### config.mk
export PLATFORM = sky130hd
export DESIGN_NAME = bus_arbiter
export DESIGN_NICKNAME = d
export VERILOG_FILES = /design/src/rtl/bus_arbiter.sv
export SDC_FILE = /design/constraint.sdc
export NUM_CORES = 1
export LEC_CHECK = 0
export CAP_MARGIN = 20
export CORE_ASPECT_RATIO = 2
export CORE_UTILIZATION = 59
export CTS_CLUSTER_SIZE = 25
export DETAILED_ROUTE_END_ITERATION = 16
export PLACE_DENSITY = 0.91
export SLEW_MARGIN = 0
export SYNTH_ARGS = -nofsm -noshare
export SYNTH_HDL_FRONTEND = slang
export SYNTH_SLANG_ARGS = --single-unit
### constraint.sdc
create_clock -name CLK -period 6.1 [get_ports CLK]
set_input_delay 0.915 -clock CLK [delete_from_list [all_inputs] [get_ports CLK]]
set_output_delay 0.915 -clock CLK [all_outputs]
set_load 0.02 [all_outputs]
### src/rtl/bus_arbiter.sv
// Eight-requester round-robin bus arbiter with bounded bursts and a LOCK override.
// GNT, S and BUSY are driven straight from registers.
module bus_arbiter #(
    parameter int unsigned MAX_BURST = 4
) (
    input  logic       CLK,
    input  logic       RES_N,
    input  logic [7:0] REQ,
    input  logic       LOCK,
    output logic [7:0] GNT,
    output logic [2:0] S,
    output logic       BUSY
);
    localparam logic [3:0] BC_MAX = 4'(MAX_BURST);

    typedef enum logic {IDLE, OWN} state_t;

    state_t     state;
    logic [2:0] ptr;
    logic [3:0] bc;
    logic [2:0] base;
    logic [2:0] winner;
    logic       found;
    logic       release_now;

    assign release_now = (state == OWN) && (!REQ[S] || ((bc == BC_MAX) && !LOCK));

    // A releasing owner starts the search one past itself, so it is picked last.
    assign base  = release_now ? (S + 3'd1) : ptr;
    assign found = |REQ;

    // Scan from the far end so the nearest requester to base overwrites the others.
    always_comb begin
        winner = base;
        for (int i = 7; i >= 0; i--) begin
            if (REQ[base + 3'(i)]) winner = base + 3'(i);
        end
    end

    always_ff @(posedge CLK or negedge RES_N) begin
        if (!RES_N) begin
            state <= IDLE;
            GNT   <= '0;
            S     <= '0;
            BUSY  <= 1'b0;
            ptr   <= '0;
            bc    <= '0;
        end else begin
            case (state)
                IDLE: begin
                    if (found) begin
                        state <= OWN;
                        GNT   <= 8'd1 << winner;
                        S     <= winner;
                        BUSY  <= 1'b1;
                        bc    <= 4'd1;
                    end
                end
                OWN: begin
                    if (release_now) begin
                        ptr <= S + 3'd1;
                        if (found) begin
                            GNT <= 8'd1 << winner;
                            S   <= winner;
                            bc  <= 4'd1;
                        end else begin
                            state <= IDLE;
                            GNT   <= '0;
                            BUSY  <= 1'b0;
                            bc    <= '0;
                        end
                    end else if (bc != BC_MAX) begin
                        bc <= bc + 4'd1;
                    end
                end
                default: state <= IDLE;
            endcase
        end
    end
endmodule

# Word level (Yosys, flattened, before mapping)
# Index checks and enable logic that the tools add are counted.
dict set report word_totals {
  latchBits 0
  regBits 20
  in_bits 11
  out_inout_bits 12
  romBits 0
  ram_bits 0
  n_memories 0
}
dict set report op_classes {
  bitwise_logic 1
  div_mod_pow 0
  magnitude_cmp 9
  mul 0
  reduce_logical 9
  shifts 1
  eq_ne 6
  muxes 46
  add_sub_neg 9
}
# op n
set op_table {}
lappend op_table {{$lt 3x4->1 const B} 9}
lappend op_table {{$mux 3} 11}
lappend op_table {{$bmux 1 s3} 9}
lappend op_table {{$mux 8} 3}
lappend op_table {{$pmux 8 s2} 1}
lappend op_table {{$mux 1} 15}
lappend op_table {{$add 3x3->3 const B} 4}
lappend op_table {{$mux 4} 3}
lappend op_table {{$pmux 4 s2} 1}
lappend op_table {{$reduce_or 8->1} 1}
lappend op_table {{$shl 1x3->8 const A} 1}
lappend op_table {{$add 3x1->3 const B} 2}
lappend op_table {{$add 3x2->3 const B} 2}
lappend op_table {{$pmux 3 s2} 1}
lappend op_table {{$add 4x1->4 const B} 1}
lappend op_table {{$eq 4x3->1 const B} 1}
lappend op_table {{$ne 2x2->1 const B} 2}
lappend op_table {{$ne 4x3->1 const B} 1}
lappend op_table {{$pmux 1 s2} 2}
lappend op_table {{$reduce_and 2->1} 2}
lappend op_table {{$ne 3x1->1 const B} 1}
lappend op_table {{$reduce_and 3->1} 1}
lappend op_table {{$logic_and 1x1->1} 2}
lappend op_table {{$logic_not 1->1} 2}
lappend op_table {{3 further kinds} 3}

# Depth between registers and ports, before layout
# Gate-level depths: netlist (run 1).
dict set report logic_depth {
  depth_word 21
  depth_mapped 20
  ltp_nobuf 18
}

# Least setup slack after synthesis (run 1)
# No wires, ideal clock.
dict set report synth_timing {
  path_type {input port to flip-flop}
  start {input port REQ[1]}
  end {register GNT[7]}
  setup_time_ns 0.110
  t_arrival_ns 4.665
  stages 18
  n_path_buf 3
  setup_slack_ns 1.325
  cell_sequence {buf_2 > mux2i_1 > a21oi_1 > a31oi_1 > o21ai_2 > inv_1 > buf_4 > ha_1 > buf_1 > nor3b_1 > a21oi_1 > o211ai_1 > nor3_1 > o21ba_2 > o221a_2 > a211oi_1 > o31ai_1 > o41ai_1}
}
dict set report synth_via {
  elab_chain_len 21
}
# item line
set synth_lines {}
lappend synth_lines {{from (decl)} 8} ;# input logic [7:0] REQ,
lappend synth_lines {{$bmux 1 s3} 26} ;# assign release_now = (state == OWN) && (!REQ[S] || ((bc == BC_MAX) && !LOCK));
lappend synth_lines {{$mux 1 (implied by the code)} 26}
lappend synth_lines {{$logic_not 1->1} 26}
lappend synth_lines {{$logic_or 1x1->1} 26}
lappend synth_lines {{$logic_and 1x1->1} 26}
lappend synth_lines {{$mux 3} n/a}
lappend synth_lines {{$add 3x3->3} 36} ;# if (REQ[base + 3'(i)]) winner = base + 3'(i);
lappend synth_lines {{$bmux 1 s3} 36}
lappend synth_lines {{$mux 1 (implied by the code)} 36}
lappend synth_lines {{$mux 3 (8 in series)} 36}
lappend synth_lines {{$shl 1x3->8} {53, 63}}
lappend synth_lines {{$mux 8} 62} ;# if (found) begin
lappend synth_lines {{$mux 8} 60} ;# if (release_now) begin
lappend synth_lines {{$pmux 8 s2} 49} ;# case (state)
lappend synth_lines {{to (signal assigned)} 53} ;# GNT <= 8'd1 << winner;
lappend synth_lines {{to (signal assigned)} 63} ;# GNT <= 8'd1 << winner;
lappend synth_lines {{to (decl)} 10} ;# output logic [7:0] GNT,
# Several ways; a longest one is shown, not always the timed one. The select of a mux whose other input is x is not followed.
# A chain may end at the register's enable or synchronous reset.

# Worst setup path in the final report (run 1)
dict set report layout_timing {
  start {input port REQ[6]}
  end {register GNT[3]}
}
# The elaborated chain is that of the path after synthesis.

==> summary.md, run 1 <==
| Metric | Value |
|---|---|
| DR vias/cell | 7.04 |
| Start point of the critical path | REQ[6] |
| Synth Register Bits | 20 |
| Critical path required time | 6240 ps |
| Minimum setup slack among reg-to-reg paths | 1410 ps |
| Worst min path class | reg2reg |
| Mapped Nets | 322 |
| Final net count | 336 |
| Wire length per cell after detailed routing | 20.2 um |
| Number of clock sinks | 20 |
| Period utilization | 85.2% |
| Fraction of registers with async set/reset | 100% |
| Share of the synthesized netlist area taken by xor and xnor gates | 2.84% |
| RePlAce Congestion | 0.989 |
| Multi-input gate area | 1790 um^2 |
| Share of layout cells above drive strength 1 | 10.7% |
| Period minus WS final | 5200 ps |
| Status | finished clean |
| Combined area of all synthesized cells | 2470 um^2 |
| Critical Path Source Type | input port |
| Vertical die dimension | 93.5 um |
| Worst-case clock skew | 1.80 ps |
| Storage element area | 500 um^2 |
| Kind of end point of the critical path | register |
| Clock root buffer | sky130_fd_sc_hd__clkbuf_8 |
| Post-CTS Repair Setup Buffers | 0 |
| Number of enable flip-flop cells after synthesis | 0 |
| Number of buffers added on ports | 22 |
| Total congestion overflow | 0 |
| Total negative setup slack | 0 ps |
| Initial antenna violation count | 0 |
| Sequential share of the synthesized area | 20.3% |
| Slew at the pin closest to its max-slew limit | 860 ps |
| Number of ports placed on the die boundary | 23 |
| Most common cell after layout, fill and taps aside | sky130_fd_sc_hd__nand2_1 |
| Clock buffers created by TritonCTS | 3 |
| Max-Cap Viols | 0 |
| Combined global-route utilization of all metal layers | 36.4% |
| DP Wirelength | 5700 um |
| Worst flop-to-flop path endpoint | GNT[3] |
| Final setup violation count | 0 |
| Count of cell types in the netlist | 75 |
| Num rows | 32 |
| YS warnings | 0 |
| Pre-antenna DRT Iters | 5 |
| Vias post-DR | 2598 |
| Commonest cells after routing, fill and taps aside | sky130_fd_sc_hd__nand2_1 (27), sky130_fd_sc_hd__nor2_1 (23), sky130_fd_sc_hd__clkdlybuf4s50_1 (22), sky130_fd_sc_hd__dfrtp_1 (20), sky130_fd_sc_hd__mux2i_1 (20) |
| Max H-tree Level | 1 |
| Final Max Tran Viols | 0 |
| Compound-gate portion of the synthesized area | 34.3% |
| Largest net degree at the start of global routing | 21 |
| Number of design-rule violations left by the first detailed-router iteration | 134 |
| Class of the most critical setup path | in2reg |
| Largest fanout on the critical path | 9 |
| Highest attainable clock frequency | 192 MHz |
| Wire length of the first global-routing pass | 11800 um |
| Clock buffer depth | 2 |
| Synth Area in Adders | 3.04% |
| Proportion of synthesized area in mux cells | 12.7% |
| Simple-gate area share of the yosys netlist | 19.8% |
| Top_reg_cell synth | sky130_fd_sc_hd__dfrtp_1 |
| Count of fill cells added during filler insertion | 354 |
| Relative slew margins | 42.5% |
| Relative area change from synthesis to final layout | 12.1% |
| Clk Latency, worst-skew pair | 270 ps |
| Clock slew at reported path FFs | 70 ps |
| Post-synthesis cell count | 305 |
| R2R depth | 16 |
| Initial Utilization | 62.9% |
| Data arrival time of the worst path | 5340 ps |
| Hold buffer count at cts | 0 |
| Antenna cells | 0 |
| Horizontal die dimension | 47.7 um |
| Vias in the first global route | 2525 |
| Hold Violations, Final | 0 |
| RR Startpoint | state |
| Total Routed Length | 7470 um |
| Avg Synthesized Cell Area | 8.09 um^2 |
| Die Outline Area | 4460 um^2 |
| # DRC | 0 |
| Critical Path Sink | GNT[3] |
| Placeable core area | 3920 um^2 |
| TritonCTS clock tree | built |
| Post_cts resized | 0 |
| RSZ-0062 raised after global routing | false |
| Number of routed nets with antenna violations | 0 |
| Largest family of logic cells by synthesized area | compound AO/OA/AOI/OAI gates |
[worst max-delay path: stages]
cell	delay (ps)
sky130_fd_sc_hd__clkdlybuf4s50_1	680
sky130_fd_sc_hd__mux2i_1	220
sky130_fd_sc_hd__a21o_1	330
sky130_fd_sc_hd__o311ai_2	460
sky130_fd_sc_hd__o21ai_2	110
sky130_fd_sc_hd__inv_1	110
sky130_fd_sc_hd__ha_1	350
sky130_fd_sc_hd__nand2_1	80
sky130_fd_sc_hd__or4_1	440
sky130_fd_sc_hd__o211ai_1	120
sky130_fd_sc_hd__nor3_1	70
sky130_fd_sc_hd__buf_4	180
sky130_fd_sc_hd__a211o_1	240
sky130_fd_sc_hd__nand3_1	110
sky130_fd_sc_hd__a32o_1	170
sky130_fd_sc_hd__o311ai_1	120
sky130_fd_sc_hd__a21bo_2	270
sky130_fd_sc_hd__o41ai_1	360
[cell usage after synthesis (all sizes together), types with 8 or more instances]
cell	n	area (um^2)
inv	14	55.1
dfrtp	20	500
nor3	8	40.0
o21ai	17	88.8
nor2	25	118
nand2	27	101
a21oi	16	80.1
buf	18	104
mux2i	21	223
nand3	15	75.1
mux2	8	90.1
o41ai	8	70.1
[metrics by stage]
stage | hold WS (ps) | util [%] | cell area, um^2 | setup slack (ps) | cells
global placement | 463 | 68.7 | 2700 | 823 | 365
global route | 520 | 70.5 | 2770 | 607 | 369
detailed placement | 474 | 68.7 | 2700 | 721 | 365
CTS | 492 | 70.5 | 2770 | 952 | 369
finish | 494 | 70.5 | 2770 | 901 | 369
floorplan | 513 | - | 2470 | 1320 | 305
[cells by family (layout without fill, tap and decap cells)]
family                     after synthesis  in the layout
buffers and inverters                   36             49
muxes                                   29             29
DFF                                     20             20
adders and majority gates                6              6
xor gates and xnor gates                 8              8
and+or+nand+nor                         97             97
AOI/OAI and AO/OA                      109            109
[routing by layer]
layer / part of all wire [%] / global-route usage [%] / wire, um / up-vias
met3: 5.4 / 6.76 / 402 / 46
met1: 36 / 38.8 / 2670 / 1225
met5: 0 / 0 / 0 / -
met4: 7.2 / 23.1 / 537 / 0
li1: - / - / - / 1203
met2: 52 / 60.7 / 3860 / 124
[registers in the layout, summed over array words and instances (netlist names)]
| signal | count |
|---|---|
| GNT | 8 |
| ptr | 3 |
| bc | 4 |
| BUSY | 1 |
| S | 3 |
| state | 1 |
[worst min path at each step]
stage,start,end,slack (ps),depth (start not counted)
3_5_place_dp,GNT[1],GNT[1],470,2
4_1_cts,GNT[1],GNT[1],490,2
5_1_grt,GNT[5],GNT[5],520,2
2_1_floorplan,bc[1],bc[1],510,1
3_3_place_gp,GNT[7],GNT[7],460,2
6_report,GNT[1],GNT[1],490,2
[final cells by class]
| cell class | instances | area share, % |
|---|---|---|
| well taps | 51 | 2.31 |
| repair buffers | 30 | 10.1 |
| inverters | 15 | 2.12 |
| flip-flops and latches | 20 | 18.1 |
| multi-input cells | 249 | 64.8 |
| clock buffers | 3 | 1.49 |
| clock inverters | 1 | 1.08 |
Power of run 1 is left out: the tool's default activity adds up to more than one toggle a clock period on the data nets, which glitch-free logic cannot reach.
==> run 2, diff against run 1 <==
--- a/config.mk
+++ b/config.mk
@@ -11,6 +11,7 @@
 export CTS_CLUSTER_SIZE = 25
 export DETAILED_ROUTE_END_ITERATION = 16
 export PLACE_DENSITY = 0.91
+export RECOVER_POWER = 25
 export SLEW_MARGIN = 0
 export SYNTH_ARGS = -nofsm -noshare
 export SYNTH_HDL_FRONTEND = slang
==> summary.md, run 2 (synthesis gave the netlist of run 1 again) <==
| Metric | Value |
|---|---|
| Worst-case clock skew | 1.80 ps (unchanged) |
| R2R depth | 16 (unchanged) |
| Number of clock sinks | 20 (unchanged) |
| Number of routed nets with antenna violations | 0 (unchanged) |
| Period utilization | 85.1% (-0.15 points) |
| Worst min path class | reg2reg |
| Critical Path Source Type | input port |
| Total Routed Length | 7450 um (-0.24%) |
| Combined global-route utilization of all metal layers | 36.4% (unchanged) |
| Number of buffers added on ports | 22 (unchanged) |
| Total congestion overflow | 0 (unchanged) |
| Horizontal die dimension | 47.7 um (unchanged) |
| Vias post-DR | 2589 (-0.35%) |
| Hold buffer count at cts | 0 (unchanged) |
| # DRC | 0 (unchanged) |
| Total negative setup slack | 0 ps (unchanged) |
| Largest fanout on the critical path | 9 (unchanged) |
| Antenna cells | 0 (unchanged) |
| Clock buffer depth | 2 (unchanged) |
| Critical Path Sink | GNT[3] |
| Die Outline Area | 4460 um^2 (unchanged) |
| Post-CTS Repair Setup Buffers | 0 (unchanged) |
| Placeable core area | 3920 um^2 (unchanged) |
| Highest attainable clock frequency | 193 MHz (+0.18%) |
| Pre-antenna DRT Iters | 6 (+1) |
| Worst flop-to-flop path endpoint | GNT[3] |
| Relative slew margins | 41.9% (-0.58 points) |
| Period minus WS final | 5190 ps (-9.42 ps) |
| Final setup violation count | 0 (unchanged) |
| Clock root buffer | sky130_fd_sc_hd__clkbuf_8 |
| Count of fill cells added during filler insertion | 354 (unchanged) |
| Kind of end point of the critical path | register |
| Clock buffers created by TritonCTS | 3 (unchanged) |
| Relative area change from synthesis to final layout | 12.1% (unchanged) |
| Largest net degree at the start of global routing | 21 (unchanged) |
| Wire length per cell after detailed routing | 20.2 um (-0.24%) |
| Max FFs per register | 8 (unchanged) |
| Clock slew at reported path FFs | 70 ps (about the same) |
| DR vias/cell | 7.02 (-0.35%) |
| RSZ-0062 raised after global routing | false |
| Minimum setup slack among reg-to-reg paths | 1410 ps (about the same) |
| Max H-tree Level | 1 (unchanged) |
| Hold Path Cell Cnt | 2 (unchanged) |
| Data arrival time of the worst path | 5330 ps (about the same) |
| Clk Latency, worst-skew pair | 270 ps (about the same) |
| Commonest cells after routing, fill and taps aside | sky130_fd_sc_hd__nand2_1 (27), sky130_fd_sc_hd__nor2_1 (23), sky130_fd_sc_hd__clkdlybuf4s50_1 (21), sky130_fd_sc_hd__dfrtp_1 (20), sky130_fd_sc_hd__mux2i_1 (20) |
| Initial antenna violation count | 0 (unchanged) |
| Final Max Tran Viols | 0 (unchanged) |
| Vias in the first global route | 2525 (unchanged) |
| Largest registers | GNT (8), bc (4) |
| Number of ports placed on the die boundary | 23 (unchanged) |
| DP Wirelength | 5700 um (unchanged) |
| Most flop-heavy register | GNT |
| Vertical die dimension | 93.5 um (unchanged) |
| Number of design-rule violations left by the first detailed-router iteration | 134 (unchanged) |
| Start point of the critical path | REQ[6] |
| RR Startpoint | state |
| Hold Violations, Final | 0 (unchanged) |
| Most common cell after layout, fill and taps aside | sky130_fd_sc_hd__nand2_1 |
| Max-Cap Viols | 0 (unchanged) |
| Class of the most critical setup path | in2reg |
| RePlAce Congestion | 0.989 (unchanged) |
| Final net count | 336 (unchanged) |
| TritonCTS clock tree | built |
| Initial Utilization | 62.9% (unchanged) |
| Num rows | 32 (unchanged) |
| Post_cts resized | 0 (unchanged) |
| Status | finished clean |
| Slew at the pin closest to its max-slew limit | 869 ps (+8.53 ps) |
| Share of layout cells above drive strength 1 | 10.7% (unchanged) |
| Wire length of the first global-routing pass | 11800 um (unchanged) |
| Critical path required time | 6240 ps (about the same) |
-- run 2: how the worst min path moves through the flow --
stage | startpoint | to | slack [ps]
2_1_floorplan | bc[1] | bc[1] | 510
3_5_place_dp | GNT[1] | GNT[1] | 470
6_report | GNT[1] | GNT[1] | 490
3_3_place_gp | GNT[7] | GNT[7] | 460
4_1_cts | GNT[1] | GNT[1] | 490
5_1_grt | GNT[5] | GNT[5] | 520
-- run 2: worst max-delay path: stages --
cell and delay [ps]:
sky130_fd_sc_hd__clkdlybuf4s50_1 680, sky130_fd_sc_hd__mux2i_1 210, sky130_fd_sc_hd__a21o_1 330, sky130_fd_sc_hd__o311ai_2 460
sky130_fd_sc_hd__o21ai_2 110, sky130_fd_sc_hd__inv_1 110, sky130_fd_sc_hd__ha_1 350, sky130_fd_sc_hd__nand2_1 80
sky130_fd_sc_hd__or4_1 440, sky130_fd_sc_hd__o211ai_1 120, sky130_fd_sc_hd__nor3_1 70, sky130_fd_sc_hd__buf_4 180
sky130_fd_sc_hd__a211o_1 240, sky130_fd_sc_hd__nand3_1 110, sky130_fd_sc_hd__a32o_1 170, sky130_fd_sc_hd__o311ai_1 120
sky130_fd_sc_hd__a21bo_2 270, sky130_fd_sc_hd__o41ai_1 360
-- run 2: final cells by class --
type / instances / area, um^2 / share of cell area [%]
clock buffer: 3 / 41.3 / 1.49
clock inverter: 1 / 30.0 / 1.08
inverter: 15 / 58.8 / 2.12
multi-input combinational: 249 / 1790 / 64.8
sequential: 20 / 500 / 18.1
tap: 51 / 63.8 / 2.31
timing repair buffer: 30 / 280 / 10.1
-- run 2: layer usage --
metal	part of all wire (%)	up-vias	routed length, um	GRT usage (%)
li1	-	1203	-	-
met5	0	-	0	0
met3	5.3	44	398	6.76
met1	36	1220	2660	38.8
met4	7.0	0	524	23.1
met2	52	122	3870	60.7
-- run 2: metrics by stage --
step                      worst slack [ps]  instances  utilization, %  instance area [um^2]  hold slack, ps
final                                  910        369            70.5                  2770             494
after global routing                   607        369            70.5                  2770             520
after CTS                              952        369            70.5                  2770             492
after detailed placement               721        365            68.7                  2700             474
after global placement                 823        365            68.7                  2700             463
after floorplan                       1320        305               -                  2470             513
Power of run 2 is left out for the same reason.
==> run 3, diff against run 2 <==
--- a/config.mk
+++ b/config.mk
@@ -7,10 +7,11 @@
 export LEC_CHECK = 0
 export CAP_MARGIN = 20
 export CORE_ASPECT_RATIO = 2
-export CORE_UTILIZATION = 59
-export CTS_CLUSTER_SIZE = 25
+export CORE_UTILIZATION = 48
+export CTS_BUF_LIST = sky130_fd_sc_hd__clkbuf_8
+export CTS_CLUSTER_SIZE = 16
 export DETAILED_ROUTE_END_ITERATION = 16
-export PLACE_DENSITY = 0.91
+export PLACE_DENSITY = 0.78
 export RECOVER_POWER = 25
 export SLEW_MARGIN = 0
 export SYNTH_ARGS = -nofsm -noshare
==> summary.md, run 3 (synthesis gave the netlist of run 1 again) <==
| Metric | Value |
|---|---|
| Number of design-rule violations left by the first detailed-router iteration | 104 (-22%) |
| Worst-case clock skew | 2.31 ps (+0.512 ps) |
| Count of fill cells added during filler insertion | 477 (+35%) |
| Worst min-delay path endpoint | GNT[6] |
| Clock slew at reported path FFs | 70 ps (about the same) |
| Max-Cap Viols | 0 (unchanged) |
| Share of layout cells above drive strength 1 | 10.4% (-0.28 points) |
| Total congestion overflow | 0 (unchanged) |
| TritonCTS clock tree | built |
| Die Outline Area | 5450 um^2 (+22%) |
| Critical-path cell with the highest stage delay | sky130_fd_sc_hd__clkdlybuf4s50_1 |
| Relative area change from synthesis to final layout | 12.1% (unchanged) |
| Largest fanout on the critical path | 11 (+2) |
| Worst flop-to-flop path endpoint | GNT[4] |
| Number of routed nets with antenna violations | 0 (unchanged) |
| Total negative setup slack | 0 ps (unchanged) |
| Placeable core area | 4910 um^2 (+25%) |
| Metal2 WL | 4430 um (+14%) |
| Total Routed Length | 8000 um (+7.4%) |
| Vias in the first global route | 2619 (+3.7%) |
| # DRC | 0 (unchanged) |
| Slew at the pin closest to its max-slew limit | 896 ps (+26.9 ps) |
| RR Startpoint | state |
| Routed met1 length | 2740 um (+3.2%) |
| Critical Path Max Stage Delay | 840 ps (+160 ps) |
| Final setup violation count | 0 (unchanged) |
| Largest registers | GNT (8), bc (4) |
| Critical Path Source Type | input port |
| Number of clock sinks | 20 (unchanged) |
| Highest attainable clock frequency | 187 MHz (-2.9%) |
| Number of ports placed on the die boundary | 23 (unchanged) |
| Final net count | 335 (-0.30%) |
| Antenna cells | 0 (unchanged) |
| Vertical die dimension | 103 um (+11%) |
| Hold buffer count at cts | 0 (unchanged) |
| Wire length per cell after detailed routing | 21.4 um (+5.9%) |
| Critical path required time | 6250 ps (about the same) |
| Kind of end point of the critical path | register |
| Hold Violations, Final | 0 (unchanged) |
| Largest net degree at the start of global routing | 21 (unchanged) |
| Initial Utilization | 50.3% (-13 points) |
| Max H-tree Level | 1 (unchanged) |
| Clk Latency, worst-skew pair | 260 ps (about the same) |
| DR vias/cell | 6.93 (-1.2%) |
| Final Max Tran Viols | 0 (unchanged) |
| Most common cell after layout, fill and taps aside | sky130_fd_sc_hd__nand2_1 |
| RePlAce Congestion | 1.02 (+2.6%) |
| Clock root buffer | sky130_fd_sc_hd__clkbuf_8 |
| Number of buffers added on ports | 22 (unchanged) |
| List of cells traversed by the critical path | clkdlybuf4s50_1 -> mux2_2 -> nor2_4 -> o311ai_2 -> o21ai_2 -> inv_1 -> ha_1 -> or3_1 -> a22oi_1 -> nor3_1 -> o21ba_2 -> o221a_2 -> a211oi_1 -> o31ai_1 -> o41ai_1 |
| Clock buffer depth | 2 (unchanged) |
| Hold Crit Start | GNT[6] |
| Most flop-heavy register | GNT |
| Data arrival time of the worst path | 5490 ps (+160 ps) |
| Horizontal die dimension | 52.7 um (+10%) |
| Hold Path Cell Cnt | 2 (unchanged) |
| Post-CTS Repair Setup Buffers | 0 (unchanged) |
| Vias post-DR | 2592 (+0.12%) |
| Initial antenna violation count | 0 (unchanged) |
| Clock buffers created by TritonCTS | 3 (unchanged) |
| Combined global-route utilization of all metal layers | 32.8% (-3.7 points) |
| Num rows | 36 (+13%) |
| RSZ-0062 raised after global routing | false |
| Period utilization | 87.6% (+2.5 points) |
| Post_cts resized | 0 (unchanged) |
| Pre-antenna DRT Iters | 5 (-1) |
| R2R depth | 12 (-4) |
| Class of the most critical setup path | in2reg |
| DP Wirelength | 6220 um (+9.2%) |
| Period minus WS final | 5340 ps (+154 ps) |
| Wire length of the first global-routing pass | 13000 um (+10%) |
| Top layer reached by signal wires | met4 |
| Minimum setup slack among reg-to-reg paths | 1290 ps (-120 ps) |
| Max FFs per register | 8 (unchanged) |
| Worst min path class | reg2reg |
| Commonest cells after routing, fill and taps aside | sky130_fd_sc_hd__nand2_1 (27), sky130_fd_sc_hd__nor2_1 (23), sky130_fd_sc_hd__clkdlybuf4s50_1 (21), sky130_fd_sc_hd__dfrtp_1 (20), sky130_fd_sc_hd__mux2i_1 (20) |
| Relative slew margins | 40.1% (-1.8 points) |
| Status | finished clean |
| Wire length on met3 | 322 um (-19%) |
run 3: cell count changes in the layout (fill, tap and decap cells not counted):
cell / before / now
sky130_fd_sc_hd__buf_4: 8 / 7
run 3: layout make-up:
cell class	count	area (um^2)	share of cell area, %
multi-input cells	249	1790	64.8
flip-flops and latches	20	500	18.1
repair buffers	29	273	9.86
well taps	57	71.3	2.58
inverters	15	58.8	2.12
clock buffers	3	41.3	1.49
clock inverters	1	30.0	1.08
run 3: worst max-delay path, delay by kind of cell:
family | cells | cell delay [ps]
adders and majority gates | 1 | 330
buffers and inverters | 2 | 930
muxes | 1 | 360
and+or+nand+nor | 3 | 960
AOI/OAI and AO/OA | 8 | 2000
run 3: worst max path at each step:
stage | from | endpoint | slack (ps) | depth (start not counted)
3_3_place_gp | REQ[6] | GNT[7] | 660 | 15
2_1_floorplan | REQ[1] | GNT[7] | 1320 | 18
3_5_place_dp | REQ[6] | GNT[6] | 550 | 15
6_report | REQ[5] | GNT[4] | 760 | 15
5_1_grt | REQ[6] | GNT[7] | 280 | 15
4_1_cts | REQ[3] | GNT[6] | 840 | 15
run 3: through the flow:
step                instance area, um^2  std cells  worst slack (ps)  utilization (%)  hold slack [ps]
floorplan                          2470        305              1320                -              513
global placement                   2700        370               659             54.9              462
detailed placement                 2700        370               552             54.9              465
CTS                                2770        374               837             56.4              481
global route                       2770        374               277             56.4              512
finish                             2770        374               756             56.4              479
run 3: routing by layer:
metal,vias to the layer above,GRT usage (%)
met4,0,22.1
met5,-,0
met2,108,60.6
met3,36,3.80
met1,1245,32.5
li1,1203,-
Power of run 3 is left out for the same reason.
